===== config.mk =====
export PLATFORM = sky130hd
export DESIGN_NAME = c1bias_ctrl
export DESIGN_NICKNAME = d
export VERILOG_FILES = /design/src/rtl/c1bias_ctrl_pkg.sv /design/src/rtl/c1bias_ctrl.sv
export SDC_FILE = /design/constraint.sdc
export NUM_CORES = 1
export LEC_CHECK = 0
export ABC_AREA = 1
export CORE_MARGIN = 3
export CORE_UTILIZATION = 46
export CTS_CLUSTER_SIZE = 40
export DETAILED_ROUTE_END_ITERATION = 12
export PLACE_DENSITY = 0.92
export SYNTH_ARGS = -nofsm -noshare
export SYNTH_HDL_FRONTEND = slang
export SYNTH_SLANG_ARGS = --single-unit
export TNS_END_PERCENT = 50

===== constraint.sdc =====
create_clock -name clk -period 1.9 [get_ports clk]
set_input_delay 0.285 -clock clk [delete_from_list [all_inputs] [get_ports clk]]
set_output_delay 0.285 -clock clk [all_outputs]
set_load 0.01 [all_outputs]

===== src/rtl/c1bias_ctrl_pkg.sv =====
// Shared CNN widths and the bias-ROM address helper for the C1 bias sequencer.
// Latency: n/a (types, constants and a pure function only).
// Backpressure: n/a.
package c1bias_ctrl_pkg;

   localparam int CNN_PARA_WIDTH = 16;
   localparam int CNN_BIAS_SIZE  = 32;
   localparam int ADDR_W         = $clog2(CNN_BIAS_SIZE);

   // Unsigned 5-bit ROM address; the legal parameter range keeps base+ch within 31.
   function automatic logic [ADDR_W-1:0] bias_addr(input logic [ADDR_W-1:0] base,
                                                   input logic [ADDR_W-1:0] ch);
      return base + ch;
   endfunction

endpackage


===== src/rtl/c1bias_ctrl.sv =====
// Reads CH_NUM bias words from the bias ROM and hands them one at a time to the conv datapath.
// Latency: first bias_valid 3 cycles after start; 3 cycles per bias when bias_ready is held high.
// Backpressure: a presented bias is held unchanged until bias_ready; no prefetch of the next word.
module c1bias_ctrl
   import c1bias_ctrl_pkg::*;
#(
   parameter int CH_NUM    = 6,
   parameter int BASE_ADDR = 0
)
(
   input  logic                      clk,
   input  logic                      rst_n,
   input  logic                      start,
   output logic                      busy,
   output logic                      done,
   output logic [ADDR_W-1:0]         rom_raddr,
   input  logic [CNN_PARA_WIDTH-1:0] rom_dout,
   output logic                      bias_valid,
   input  logic                      bias_ready,
   output logic [CNN_PARA_WIDTH-1:0] bias_data,
   output logic [ADDR_W-1:0]         bias_ch,
   output logic                      bias_last
);

   localparam logic [2:0] S_IDLE  = 3'd0;
   localparam logic [2:0] S_FETCH = 3'd1;
   localparam logic [2:0] S_CAPT  = 3'd2;
   localparam logic [2:0] S_HOLD  = 3'd3;
   localparam logic [2:0] S_DONE  = 3'd4;

   localparam logic [ADDR_W-1:0] BASE    = ADDR_W'(BASE_ADDR);
   localparam logic [ADDR_W-1:0] LAST_CH = ADDR_W'(CH_NUM - 1);

   logic [2:0]        state;
   logic [2:0]        state_nxt;
   logic [ADDR_W-1:0] ch;

   // State register.
   always_ff @(posedge clk) begin
      if (!rst_n) state <= S_IDLE;
      else        state <= state_nxt;
   end

   // Next-state logic: start only matters in IDLE, ready only in HOLD.
   always_comb begin
      state_nxt = state;
      case (state)
         S_IDLE:  if (start) state_nxt = S_FETCH;
         S_FETCH: state_nxt = S_CAPT;
         S_CAPT:  state_nxt = S_HOLD;
         S_HOLD:  if (bias_ready) state_nxt = bias_last ? S_DONE : S_FETCH;
         S_DONE:  state_nxt = S_IDLE;
         default: state_nxt = S_IDLE;
      endcase
   end

   // Status outputs decoded from the state.
   always_comb begin
      busy = (state != S_IDLE);
      done = (state == S_DONE);
   end

   // Channel counter, ROM address and bias output registers.
   // rom_raddr is loaded on entry to FETCH so the ROM sees it during the FETCH cycle
   // and its registered data is ready to capture in CAPT.
   always_ff @(posedge clk) begin
      if (!rst_n) begin
         ch         <= '0;
         rom_raddr  <= BASE;
         bias_valid <= 1'b0;
         bias_last  <= 1'b0;
         bias_data  <= '0;
         bias_ch    <= '0;
      end else begin
         case (state)
            S_IDLE: begin
               if (start) begin
                  ch        <= '0;
                  rom_raddr <= BASE;
               end
            end
            S_CAPT: begin
               bias_data  <= rom_dout;
               bias_ch    <= ch;
               bias_valid <= 1'b1;
               bias_last  <= (ch == LAST_CH);
            end
            S_HOLD: begin
               if (bias_ready) begin
                  bias_valid <= 1'b0;
                  bias_last  <= 1'b0;
                  if (!bias_last) begin
                     ch        <= ch + 1'b1;
                     rom_raddr <= bias_addr(BASE, ch + 1'b1);
                  end
               end
            end
            default: begin
            end
         endcase
      end
   end

endmodule

==> metrics <==
# Post-CTS Setup Buffers=0; worst slew pin tran=~0.39 ns; Final Hold Fails=0; Synth top area share=0.488; hold crit path type=reg -> reg; Worst Setup Path Type=reg -> out; Initial Utilization=0.500; post-DP HPWL=2.17 mm; commonest non-fill, non-tap cell in the layout=clkdlybuf4s50_1; Core ar.=0.00254 mm^2; design area=~0.0018 mm^2; EDFF count, synth=0; area occupied by multi-input gates=about 570 um^2; Root Driver=clkbuf_4; first-pass GRT wire length=4.86 mm; final period utilization=0.936; DRT iter0 DRCs=40; fraction of registers with async set/reset=0; total gr overflow=0; Detail Route Antenna Nets=0; Setup violations, final=0; Pleak=roughly 0.00072 uW; H-tree depth=2; Arr. time, crit path=about 1.5 ns; number of global-route vias before repair=around 1.1k; Period minus WS final=1.78 ns; kind of cell adding the most delay to the critical path=buffers and inverters; register area share after synthesis=0.488; Via density=4.94; Crit. End Element=output port; max_cap viols=0; Die Y=around 59 um; Hold Buf Count CTS=0; PostCTS Resize Cnt=1; largest net degree at the start of global routing=26; Synth Instances=166; number of fill cells=206; vias=1230; relative max-transition margin=0.741; Power Total=1780 uW; DRT Pass-1 Iters=4; crit path max fanout=5; synthesized net count=188; Yosys reg bits=31; Setup Skew=0.00362 ns; slowest cell on the critical path=clkdlybuf4s50_1; TritonCTS Buffers=5; Port-buffer cells=between 40 and 50; Crit path depth=3; Synth Flop Type=dfxtp_1; Nets=240; register area=621 um^2; CP bufs+invs=2; top post-synthesis cells by area=dfxtp_1 49%, nor2_1 13%, o21ai_0 11%; die area=0.00343 mm^2; antenna cells=0; row count=18; TNS Setup=0 ns; GP Congestion=approximately 0.84; worst reg2reg path depth=5; clock sinks=31; Reg clk slew, reported paths=0.09 ns; Post-Place Cell Area=approximately 0.0018 mm^2; Distinct cells, synth=19; Layout area overhead=43.0%; Peak supply drop=0.771 mV; Wirelength per Cell=11.7 um; f_max=0.563 GHz; syn avg cell area=7.67 um^2; Clock Path Buffers=2; area of the mapped netlist=0.00127 mm^2; layout cells sized above 1=0.0959; most frequent cells in the layout=48 x clkdlybuf4s50_1, 45 x nor2_1, 31 x dfxtp_1; Hold Crit Depth=2; status=finished, final reports clean; Routed WL=just under 3 mm; Place WS=0.326 ns; worst setup path startpoint=state[1]; Startpoint Class=flip-flop; drt drc=0; setup ws final=0.122 ns; Worst-Skew Late Latency=between 0.3 and 0.4 ns; chip width=58.6 um; fin. max-slew vios=0; warning count from the yosys run=0; Max stage delay on crit path=0.54 ns; pwr dens=980 mW/mm^2; initial antenna violation count=0; cell chain of the critical path=inv_1, nand2_1, clkdlybuf4s50_1; CP required=1.62 ns; Hold Path Origin=bias_valid; RSZ-0062 raised after global routing=no; worst r2r src=state[2]; # IOs=50; post-synth top area cell=dfxtp_1; CTS tree=built; Tot GR Track Use=0.193
==> path summary, 6_finish.rpt <==
path                     end  slack, ns
setup / recovery        busy       0.12
hold / removal    bias_valid       0.48
setup reg to reg  bias_ch[3]       0.55
hold reg to reg   bias_valid       0.48
==> state kept, by name, summed over array words and instances (netlist names) <==
| signal | flops |
|---|---|
| state | 3 |
| bias_valid | 1 |
| ch | 5 |
| bias_ch | 5 |
| bias_last | 1 |
| bias_data | 16 |
==> metal layers <==
layer | part of all wire | global-route usage
met1 | 0.44 | 0.219
met2 | 0.46 | 0.317
met3 | 0.076 | 0.0768
met4 | 0.020 | 0.0874
met5 | 0 | 0
==> where the power goes <==
| group | internal (uW) | switching (uW) | leakage, uW | total, uW |
|---|---|---|---|---|
| Sequential | 753 | 74.9 | 0.000254 | 828 |
| Clock | 144 | 211 | 0.0000293 | 355 |
| Combinational | 306 | 295 | 0.000439 | 600 |
| Total | 1200 | 581 | 0.000722 | 1780 |
==> worst min-delay path: stages (launching register included) <==
cell	delay (ns)
dfxtp_1	0.32
o21ai_0	0.07
a21oi_1	0.06
==> synthesized netlist by cell type, types with 2 or more instances <==
cell,instances
ha_1,2
nand2_1,11
nand2_2,6
a21oi_1,10
o21ai_0,28
inv_1,9
clkbuf_1,3
nand3_1,5
buf_6,3
nor3_1,3
dfxtp_1,31
nand4_1,2
nor2_1,45
nor2_4,2
inv_2,2
==> area by class of cell <==
cell class,count,share of cell area
sequential,31,0.341
multi-input combinational,118,0.311
timing repair buffer,51,0.277
clock buffer,7,0.0248
inverter,11,0.0227
tap,30,0.0206
clock inverter,1,0.00275
==> cells by family after synthesis <==
family	share of synthesized area
and+or+nand+nor	0.271
buffers and inverters	0.0678
adders and majority gates	0.0197
AOI/OAI and AO/OA	0.153
DFF	0.488
==> stage by stage <==
stage | hold slack, ns | instances | util
floorplan | 0.423 | 166 | -
global placement | 0.460 | 241 | 0.696
detailed placement | 0.473 | 241 | 0.696
CTS | 0.491 | 249 | 0.715
global route | 0.516 | 249 | 0.715
finish | 0.484 | 249 | 0.715
Power figures use the tool's default switching activity.
